<file path="config.mk">
export PLATFORM = sky130hd
export DESIGN_NAME = servant_ram_arbiter
export DESIGN_NICKNAME = d
export VERILOG_FILES = /design/src/rtl/servant_ram_arbiter.sv
export SDC_FILE = /design/constraint.sdc
export NUM_CORES = 1
export LEC_CHECK = 0
export ABC_AREA = 1
export CAP_MARGIN = 20
export CORE_AREA = 2 2 123 125
export DETAILED_ROUTE_END_ITERATION = 10
export DIE_AREA = 0 0 125 127
export HOLD_SLACK_MARGIN = 0.06
export PLACE_DENSITY = 0.54
export SLEW_MARGIN = 15
export SYNTH_ARGS = -nofsm -noshare
export SYNTH_HDL_FRONTEND = slang
export SYNTH_SLANG_ARGS = --single-unit
</file>
<file path="constraint.sdc">
create_clock -name i_clk -period 3 [get_ports i_clk]
set_clock_uncertainty 0.05 [all_clocks]
set_input_delay 0.3 -clock i_clk [delete_from_list [all_inputs] [get_ports i_clk]]
set_output_delay 0.3 -clock i_clk [all_outputs]
set_load 0.01 [all_outputs]
</file>
<file path="src/rtl/servant_ram_arbiter.sv">
// Two-master, one-slave Wishbone arbiter in front of servant_ram.
// One grant per transfer, combinational ack/rdt return, optional timeout abort with an error pulse.
module servant_ram_arbiter #(
    parameter int AW       = 32,
    parameter int PRIORITY = 0,
    parameter int TIMEOUT  = 255
) (
    input  logic          i_clk,
    input  logic          i_rst_n,

    input  logic [AW-1:0] i_wb_m0_adr,
    input  logic [31:0]   i_wb_m0_dat,
    input  logic [3:0]    i_wb_m0_sel,
    input  logic          i_wb_m0_we,
    input  logic          i_wb_m0_cyc,
    output logic [31:0]   o_wb_m0_rdt,
    output logic          o_wb_m0_ack,
    output logic          o_wb_m0_err,

    input  logic [AW-1:0] i_wb_m1_adr,
    input  logic [31:0]   i_wb_m1_dat,
    input  logic [3:0]    i_wb_m1_sel,
    input  logic          i_wb_m1_we,
    input  logic          i_wb_m1_cyc,
    output logic [31:0]   o_wb_m1_rdt,
    output logic          o_wb_m1_ack,
    output logic          o_wb_m1_err,

    output logic [AW-1:0] o_wb_s_adr,
    output logic [31:0]   o_wb_s_dat,
    output logic [3:0]    o_wb_s_sel,
    output logic          o_wb_s_we,
    output logic          o_wb_s_cyc,
    input  logic [31:0]   i_wb_s_rdt,
    input  logic          i_wb_s_ack,

    output logic          o_busy
);

    localparam logic [1:0] IDLE = 2'd0;
    localparam logic [1:0] GNT0 = 2'd1;
    localparam logic [1:0] GNT1 = 2'd2;

    // Counter stays one bit wide when the timeout is disabled so the design still elaborates.
    localparam int CW = (TIMEOUT > 0) ? $clog2(TIMEOUT + 1) : 1;
    localparam logic [CW-1:0] CNT_LAST = (TIMEOUT > 0) ? CW'(TIMEOUT - 1) : '0;
    localparam logic [CW-1:0] CNT_MAX  = '1;

    logic [1:0]    state_q, state_d;
    logic          last_q, last_d;
    logic [CW-1:0] cnt_q, cnt_d;
    logic          timeout_hit;
    logic          err0, err1;

    assign timeout_hit = (TIMEOUT > 0) && (cnt_q == CNT_LAST);

    always_comb begin
        state_d = state_q;
        last_d  = last_q;
        cnt_d   = cnt_q;
        err0    = 1'b0;
        err1    = 1'b0;
        case (state_q)
            IDLE: begin
                cnt_d = '0;
                if (i_wb_m0_cyc && !i_wb_m1_cyc) begin
                    state_d = GNT0;
                end else if (i_wb_m1_cyc && !i_wb_m0_cyc) begin
                    state_d = GNT1;
                end else if (i_wb_m0_cyc && i_wb_m1_cyc) begin
                    // Tie: fixed priority favours m0, round-robin favours whoever was not served last.
                    state_d = ((PRIORITY != 0) || last_q) ? GNT0 : GNT1;
                end
            end
            GNT0: begin
                if (i_wb_s_ack || !i_wb_m0_cyc) begin
                    state_d = IDLE;
                    last_d  = 1'b0;
                end else if (timeout_hit) begin
                    err0    = 1'b1;
                    state_d = IDLE;
                    last_d  = 1'b0;
                end else if (cnt_q != CNT_MAX) begin
                    cnt_d = cnt_q + 1'b1;
                end
            end
            GNT1: begin
                if (i_wb_s_ack || !i_wb_m1_cyc) begin
                    state_d = IDLE;
                    last_d  = 1'b1;
                end else if (timeout_hit) begin
                    err1    = 1'b1;
                    state_d = IDLE;
                    last_d  = 1'b1;
                end else if (cnt_q != CNT_MAX) begin
                    cnt_d = cnt_q + 1'b1;
                end
            end
            default: begin
                state_d = IDLE;
            end
        endcase
    end

    always_ff @(posedge i_clk or negedge i_rst_n) begin
        if (!i_rst_n) begin
            state_q <= IDLE;
            last_q  <= 1'b1;
            cnt_q   <= '0;
        end else begin
            state_q <= state_d;
            last_q  <= last_d;
            cnt_q   <= cnt_d;
        end
    end

    // Slave side follows the granted master; state is reset asynchronously so s_cyc drops at once.
    always_comb begin
        o_wb_s_adr = '0;
        o_wb_s_dat = '0;
        o_wb_s_sel = '0;
        o_wb_s_we  = 1'b0;
        o_wb_s_cyc = 1'b0;
        case (state_q)
            GNT0: begin
                o_wb_s_adr = i_wb_m0_adr;
                o_wb_s_dat = i_wb_m0_dat;
                o_wb_s_sel = i_wb_m0_sel;
                o_wb_s_we  = i_wb_m0_we;
                o_wb_s_cyc = i_wb_m0_cyc;
            end
            GNT1: begin
                o_wb_s_adr = i_wb_m1_adr;
                o_wb_s_dat = i_wb_m1_dat;
                o_wb_s_sel = i_wb_m1_sel;
                o_wb_s_we  = i_wb_m1_we;
                o_wb_s_cyc = i_wb_m1_cyc;
            end
            default: ;
        endcase
    end

    assign o_wb_m0_ack = i_wb_s_ack && (state_q == GNT0);
    assign o_wb_m1_ack = i_wb_s_ack && (state_q == GNT1);
    assign o_wb_m0_err = err0;
    assign o_wb_m1_err = err1;
    assign o_wb_m0_rdt = i_wb_s_rdt;
    assign o_wb_m1_rdt = i_wb_s_rdt;
    assign o_busy      = (state_q != IDLE);

endmodule

</file>
==> results of run 1 <==
==> final cells by class <==
class                      count  share of cell area (%)
timing repair buffer         222                    51.9
multi-input combinational    300                    32.5
sequential                    11                    6.46
tap                          184                    5.38
inverter                      21                    1.84
clock buffer                   3                    1.75
clock inverter                 1                   0.117
==> worst max-delay path, delay by kind of cell, from the launching register on <==
| family | cells | cell delay [ns] |
|---|---|---|
| adder cells (fa/ha/maj) | 1 | 0.48 |
| buffers and inverters | 4 | 1.03 |
| flip-flops | 1 | 0.39 |
| AO/OA/AOI/OAI | 1 | 0.27 |
==> path summary, 6_finish.rpt <==
kind / slack, ns / end / startpoint
setup / recovery: 0.21 / o_wb_s_dat[0] / state_q[0]$_DFFE_PN0P_
hold / removal: 0.38 / cnt_q[3]$_DFFE_PN0P_ / i_rst_n
setup reg to reg: 1.10 / cnt_q[1]$_DFFE_PN0P_ / state_q[0]$_DFFE_PN0P_
hold reg to reg: 0.41 / last_q$_DFFE_PN1P_ / last_q$_DFFE_PN1P_
max in group asynchronous: 2.14 / last_q$_DFFE_PN1P_ / i_rst_n
min in group i_clk: 0.41 / last_q$_DFFE_PN1P_ / last_q$_DFFE_PN1P_
==> cell usage after synthesis <==
library cell	number	area [sq um]
a21oi_1	70	350
buf_12	1	20.0
buf_4	65	488
buf_6	2	22.5
clkbuf_1	21	78.8
dfrtp_1	10	250
dfstp_2	1	26.3
ha_1	9	113
inv_1	20	75.1
inv_2	1	3.75
nand2_1	180	676
nand2_2	1	6.26
nand2_4	1	11.3
nand3_1	14	70.1
nand3_2	2	20.0
nor2_1	8	30.0
nor2_2	1	6.26
nor3_1	1	5.00
o21ai_0	1	5.00
o21ai_1	2	10.0
o21ai_2	6	52.6
o21bai_1	2	15.0
or2_2	1	6.26
xor2_1	1	8.76
==> sequential cells by signal (all words and copies together) (netlist names) <==
name,flops
state_q,2
cnt_q,8
last_q,1
==> metrics by stage <==
step / total power [mW] / hold WS (ns) / instances / area [sq um]
floorplan: 1.42 / -0.0456 / 421 / 2350
global placement: 2.33 / 0.399 / 738 / 4200
detailed placement: 2.34 / 0.407 / 738 / 4200
CTS: 2.60 / 0.395 / 742 / 4280
global route: 2.79 / 0.424 / 742 / 4280
finish: 2.57 / 0.380 / 742 / 4280
==> logic make-up after synthesis <==
| kind of cell | synth area share [%] |
|---|---|
| AND/OR/NAND/NOR | 35.4 |
| buffers and inverters | 29.3 |
| AO/OA/AOI/OAI | 18.4 |
| flip-flops | 11.8 |
| adder cells (fa/ha/maj) | 4.79 |
| XOR/XNOR | 0.373 |
==> power breakdown <==
group          internal (mW)  switching [mW]
registers              0.184          0.0283
logic                  0.931            1.17
clock network          0.177          0.0724
total                   1.29            1.28
==> metal layers <==
layer,track usage [%],vias up,routed length (microns)
met5,0,-,0
met4,2.22,0,153
met3,5.03,15,1140
met2,21.5,172,5250
met1,15.3,1344,4350
li1,-,1532,-
==> out/results.ini, run 1 <==
[power_and_ir_drop]
power_density_nw_per_um2=600
total_leakage_power_nw=1.58
peakVddDrop_mv=0.385

[sta]
rsz0062_at_grt=no
worst_pin_slew_ns=0.575
final-hold-violation-count=0
fin_tns_setup_ns=0
slew_headroom_pct=61.6
fmax_mhz=358
fin_ws_ns=0.207
setup_violations=0
slew_viol_final=0
min_period_over_period_pct=93.1
min_period_ns=2.79

[placed_design]
post-place-ws_ns=0.437
gp_congestion=0.946
hpwl_microns=9080
io_buffers=217

[clock_tree]
ctsHoldBuffers=0
cts.sinks=11
insertion_delay_ns=0.24
post_cts_buffers=0
numCtsBuffers=3
cts_root_buf=clkbuf_16
cts_resized=0
h-tree-depth=1
clockBufferDepth=2
cts_tree=done
clkTransAtPathRegs_ns=0.05

[critical_path]
cp_max_fo=33
cpMaxStageDelayCell=clkdlybuf4s50_1
critPathRequiredTime_ns=2.65
cp-start-kind=flip-flop
max_stage_delay_ns=0.59
crit_chain=inv_1 -> ha_1 -> inv_2 -> buf_4 -> a21oi_1 -> clkdlybuf4s50_1
reg2reg_depth=6
crit_arrival_ns=2.44
crit_type=flip-flop to output port
worstSetupEndpointType=output port

[floorplanning]
die_h_microns=127
coreArea_sq_um=14400
start_util_pct=16.3
die_area_sq_um=15900
rows=44
io_pins=314
die_width_microns=125

[routing]
wl_per_cell_microns=14.7
drtIter0Drc=160
dr.pass1.iters=4
vias_per_cell=4.13
vias=3063
drtAntennaViolNets=0
post-route-drc-count=0
wl_microns=10900

[synthesis]
synth-seq-area-share_pct=11.8
synthCells=421
syn_area_sq_um=2350
synthesis.nets=605
yosysWarnings=0
avgSynthCellArea_sq_um=5.58
synth_seq_cells=11
synth_cell_types=24

[global_route]
grt_max_degree=75
grt_pass1_vias=3031
antenna_found_initial=0
grt_usage_pct=12.7
grt_pass1_wl_microns=16500
grt.overflow.total=0

[final_layout]
syn_to_final_growth_pct=82.1
final_nets=743
num_antenna_cells=0
register_area_sq_um=277
multiInputGateArea_sq_um=1390
final_common_cell=clkdlybuf4s50_1
final_util_pct=29.7
final_cell_mix=clkdlybuf4s50_1, nand2_1, a21oi_1
drive_gt1_share_pct=4.48
nFillCells=1588

[worst_hold_path]
min_path_type=primary input to asynchronous set/reset pin

[outcome]
status=finished, final reports clean

[job]
maxCapViolations=0

Power figures use the tool's default switching activity.
==> run 2, diff against run 1 <==
--- a/config.mk
+++ b/config.mk
@@ -7,11 +7,12 @@
 export LEC_CHECK = 0
 export ABC_AREA = 1
 export CAP_MARGIN = 20
-export CORE_AREA = 2 2 123 125
+export CORE_AREA = 2 2 120 122
 export DETAILED_ROUTE_END_ITERATION = 10
-export DIE_AREA = 0 0 125 127
+export DIE_AREA = 0 0 122 124
+export DONT_BUFFER_PORTS = 1
 export HOLD_SLACK_MARGIN = 0.06
-export PLACE_DENSITY = 0.54
+export PLACE_DENSITY = 0.3
 export SLEW_MARGIN = 15
 export SYNTH_ARGS = -nofsm -noshare
 export SYNTH_HDL_FRONTEND = slang
==> run 2 against run 1 <==
  * Final area shrank 50%
  * Utilization shrank 14 points
  * Combinational power shrank 33%
  * Setup slack gained 0.31 ns
  * Highest routed layer unchanged
  * Sequential share of layout area grew 6.5 points
  * Sequential power is essentially flat
==> out/results.ini, run 2 (same netlist as run 1, synthesis figures left out) <==
[outcome]
status=finished, final reports clean

[floorplanning]
die_width_microns=122
start_util_pct=17.1
coreArea_sq_um=13700
die_h_microns=124
io_pins=314
rows=43
die_area_sq_um=15100

[clock_tree]
post_cts_buffers=0
clockBufferDepth=2
clkTransAtPathRegs_ns=0.04
cts_resized=0
cts_root_buf=clkbuf_16
numCtsBuffers=3
cts_tree=done
ctsHoldBuffers=1
cts.sinks=11
insertion_delay_ns=0.24
h-tree-depth=1

[critical_path]
timing.rr.end=cnt_q[0]$_DFFE_PN0P_
cp-start-kind=flip-flop
cpMaxStageDelayCell=inv_2
reg2reg_slack_ns=0.86
max_stage_delay_ns=0.61
crit_type=flip-flop to output port
cp_top_family=buffers and inverters
crit_end=o_wb_s_adr[19]
r2r_start=state_q[0]$_DFFE_PN0P_
worstSetupEndpointType=output port
reg2reg_depth=9
critPathRequiredTime_ns=2.65
cp_max_fo=51
crit_chain=inv_1 -> ha_1 -> inv_2 -> buf_4 -> a21oi_1
worstSetupStartpoint=state_q[0]$_DFFE_PN0P_
cp_num_cells=5
crit_arrival_ns=2.13
critPathBufInv=3

[sta]
min_period_ns=2.48
worst_pin_slew_ns=0.859
fin_tns_setup_ns=0
whs_ns=0.389
final-hold-violation-count=0
rsz0062_at_grt=no
slew_headroom_pct=42.8
min_period_over_period_pct=82.8
slew_viol_final=0
setup_violations=0
fmax_mhz=403

[global_route]
antenna_found_initial=0
grt_usage_pct=10.2
grt_max_degree=52
grt_pass1_vias=1950
grt.overflow.total=0
grt_pass1_wl_microns=11800

[job]
maxCapViolations=0

[final_layout]
final_cell_mix=nand2_1, a21oi_1, inv_1
final_nets=531
largest_register_ffs=8
largest_registers=cnt_q x8, state_q x2, last_q x1
final_common_cell=nand2_1
num_antenna_cells=0
syn_to_final_growth_pct=-8.95
drive_gt1_share_pct=8.09
top_register=cnt_q

[placed_design]
hpwl_microns=7100
gp_congestion=0.749
io_buffers=0

[power_and_ir_drop]
peakVddDrop_mv=0.338
total_leakage_power_nw=0.786
power_density_nw_per_um2=879

[worst_hold_path]
min_path_type=primary input to flip-flop
holdPathStages=5

[routing]
dr.pass1.iters=4
drtAntennaViolNets=0
post-route-drc-count=0
wl_per_cell_microns=16.4
wl_microns=8620
vias_per_cell=4.37
drtIter0Drc=120
vias=2299

[run 2: worst min-delay path, cell delays in order]
cell,delay [ns]
nand3_1,0.09
nand2_1,0.10
nand2_1,0.08
nand2_1,0.06
nand2_1,0.05
[run 2: cell type report]
| type | instances | area [sq um] |
|---|---|---|
| clock buffers | 4 | 78.8 |
| fillers | 1623 | 11600 |
| inverters | 21 | 78.8 |
| multi-input cells | 300 | 1390 |
| flip-flops and latches | 11 | 277 |
| well taps | 180 | 225 |
| repair buffers | 10 | 90.1 |
[run 2: through the flow]
stage / setup slack, ns / instance area [sq um] / instances / util (%) / total power [mW]
5_1_grt: 0.340 / 2140 / 526 / 15.6 / 2.09
2_1_floorplan: 1.31 / 2350 / 421 / - / 1.42
3_5_place_dp: 0.767 / 2050 / 521 / 14.9 / 1.66
4_1_cts: 0.507 / 2140 / 526 / 15.6 / 1.93
3_3_place_gp: 0.838 / 2050 / 521 / 14.9 / 1.64
6_report: 0.516 / 2140 / 526 / 15.6 / 1.88
[run 2: worst min-delay path by stage]
stage,start,endpoint
floorplan,i_rst_n,cnt_q[0]$_DFFE_PN0P_
global placement,i_rst_n,cnt_q[7]$_DFFE_PN0P_
detailed placement,i_rst_n,cnt_q[7]$_DFFE_PN0P_
CTS,i_wb_m0_cyc,last_q$_DFFE_PN1P_
global route,i_wb_m0_cyc,last_q$_DFFE_PN1P_
finish,i_wb_m1_cyc,last_q$_DFFE_PN1P_
[run 2: report_power, final]
group / internal (mW) / switching, mW / total, mW
combinational: 0.345 / 1.07 / 1.42
clock: 0.179 / 0.0677 / 0.246
sequential: 0.185 / 0.0306 / 0.215
[run 2: metal layers]
layer | GRT usage [%] | part of all wire, %
met1 | 12.6 | 39
met2 | 17.9 | 52
met3 | 2.93 | 8.0
met4 | 2.08 | 0.92
met5 | 0 | 0
==> run 3, diff against run 2 <==
==> constraint.sdc (replaced) <==
create_clock -name i_clk -period 2.1 [get_ports i_clk]
set_clock_uncertainty 0.05 [all_clocks]
set_input_delay 0.21 -clock i_clk [delete_from_list [all_inputs] [get_ports i_clk]]
set_output_delay 0.21 -clock i_clk [all_outputs]
set_load 0.01 [all_outputs]
==> run 3 against run 2 <==
  * Global-route usage fell by 0.34 points
  * Final cell count rose by 4.2%
  * Highest routed layer unchanged
  * Critical path type unchanged
  * Critical path depth rose by 1
==> out/results.ini, run 3 (same netlist as run 1, synthesis figures left out) <==
[outcome]
status=finished, final reports clean

[final_layout]
top_register=cnt_q
largest_register_ffs=8
design_area_sq_um=2350
final_nets=553
final_util_pct=17.1
nFillCells=1622
final_cell_mix=nand2_1, a21oi_1, buf_4
stdcell_count=548
syn_to_final_growth_pct=-0.160
largest_registers=cnt_q x8, state_q x2, last_q x1
drive_gt1_share_pct=13.9
final_common_cell=nand2_1
num_antenna_cells=0

[power_and_ir_drop]
total_power_mw=2.89
peakVddDrop_mv=0.533
total_leakage_power_nw=0.917
power_density_nw_per_um2=1230

[clock_tree]
clockBufferDepth=2
clkTransAtPathRegs_ns=0.04
cts.sinks=11
post_cts_buffers=0
cts_tree=done
cts_root_buf=clkbuf_16
insertion_delay_ns=0.24
h-tree-depth=1
numCtsBuffers=3

[routing]
wl_per_cell_microns=15.0
drtIter0Drc=118
vias=2357
wl_microns=8240
vias_per_cell=4.30
dr.pass1.iters=4
drtAntennaViolNets=0
post-route-drc-count=0

[placed_design]
hpwl_microns=6770
place_area_sq_um=2250
gp_congestion=0.740
dp.cells=543
post-place-ws_ns=0.320
io_buffers=0

[job]
maxCapViolations=0

[sta]
min_period_over_period_pct=92.7
fin_ws_ns=0.154
fin_tns_setup_ns=0
slew_viol_final=0
worst_pin_slew_ns=0.598
min_period_ns=1.95
fmax_mhz=514
rsz0062_at_grt=no
slew_headroom_pct=60.0
setup_violations=0
final-hold-violation-count=0
whs_ns=0.297

[critical_path]
cp_max_fo=71
critPathRequiredTime_ns=1.84
cp-start-kind=flip-flop
crit_arrival_ns=1.69
reg2reg_slack_ns=0.34
crit_type=flip-flop to output port
worstSetupEndpointType=output port

[floorplanning]
rows=43
die_h_microns=124
coreArea_sq_um=13700
start_util_pct=17.1
die_area_sq_um=15100
io_pins=314
die_width_microns=122

[global_route]
grt_usage_pct=9.91
grt_pass1_wl_microns=11700
grt.overflow.total=0
grt_pass1_vias=2047
antenna_found_initial=0
grt_max_degree=72

[worst_hold_path]
min_path_type=primary input to flip-flop

[run 3: changes by cell type in the layout (fill, tap and decap cells not counted), sizes merged]
cell  delta
buf     +22
[run 3: final timing paths]
check                                       startpoint                      to  depth (start not counted)
max in group asynchronous                      i_rst_n  state_q[1]$_DFFE_PN0P_                          1
worst min-delay path                       i_wb_m1_cyc      last_q$_DFFE_PN1P_                          5
worst max-delay path            state_q[0]$_DFFE_PN0P_           o_wb_s_sel[1]                          6
min in group asynchronous                      i_rst_n    cnt_q[0]$_DFFE_PN0P_                          1
worst min register to register      last_q$_DFFE_PN1P_      last_q$_DFFE_PN1P_                          2
worst max register to register  state_q[0]$_DFFE_PN0P_    cnt_q[2]$_DFFE_PN0P_                          9
[run 3: layout make-up]
| type | count | area, sq um | share of cell area, % |
|---|---|---|---|
| clock buffers | 4 | 78.8 | 3.36 |
| repair buffers | 32 | 293 | 12.5 |
| multi-input cells | 300 | 1390 | 59.4 |
| well taps | 180 | 225 | 9.60 |
| inverters | 21 | 78.8 | 3.36 |
| flip-flops and latches | 11 | 277 | 11.8 |
[run 3: layer usage]
metal / vias up / global-route usage, % / part of all wire (%) / routed length (microns)
met4: 0 / 2.66 / 1.4 / 114
li1: 1151 / - / - / -
met1: 1045 / 12.4 / 40 / 3280
met5: - / 0 / 0 / 0
met3: 11 / 2.88 / 8.7 / 715
met2: 150 / 16.6 / 50 / 4140
[run 3: timing repair]
action,in CTS,in global routing
hold buffers,1,0
gates resized for setup,0,1
setup endpoints to repair,0,1
endpoints found under the hold margin,11,0
[run 3: where the power goes]
group / internal (mW) / leakage [nW] / switching (mW)
sequential: 0.264 / 0.146 / 0.0398
clock: 0.255 / 0.0382 / 0.0967
combinational: 0.696 / 0.733 / 1.54
total: 1.21 / 0.917 / 1.68
[run 3: critical path: stages, from the launching register on]
cell	delay, ns
dfrtp_1	0.39
inv_1	0.08
ha_1	0.33
inv_2	0.08
buf_12	0.24
a21oi_1	0.10
buf_4	0.17
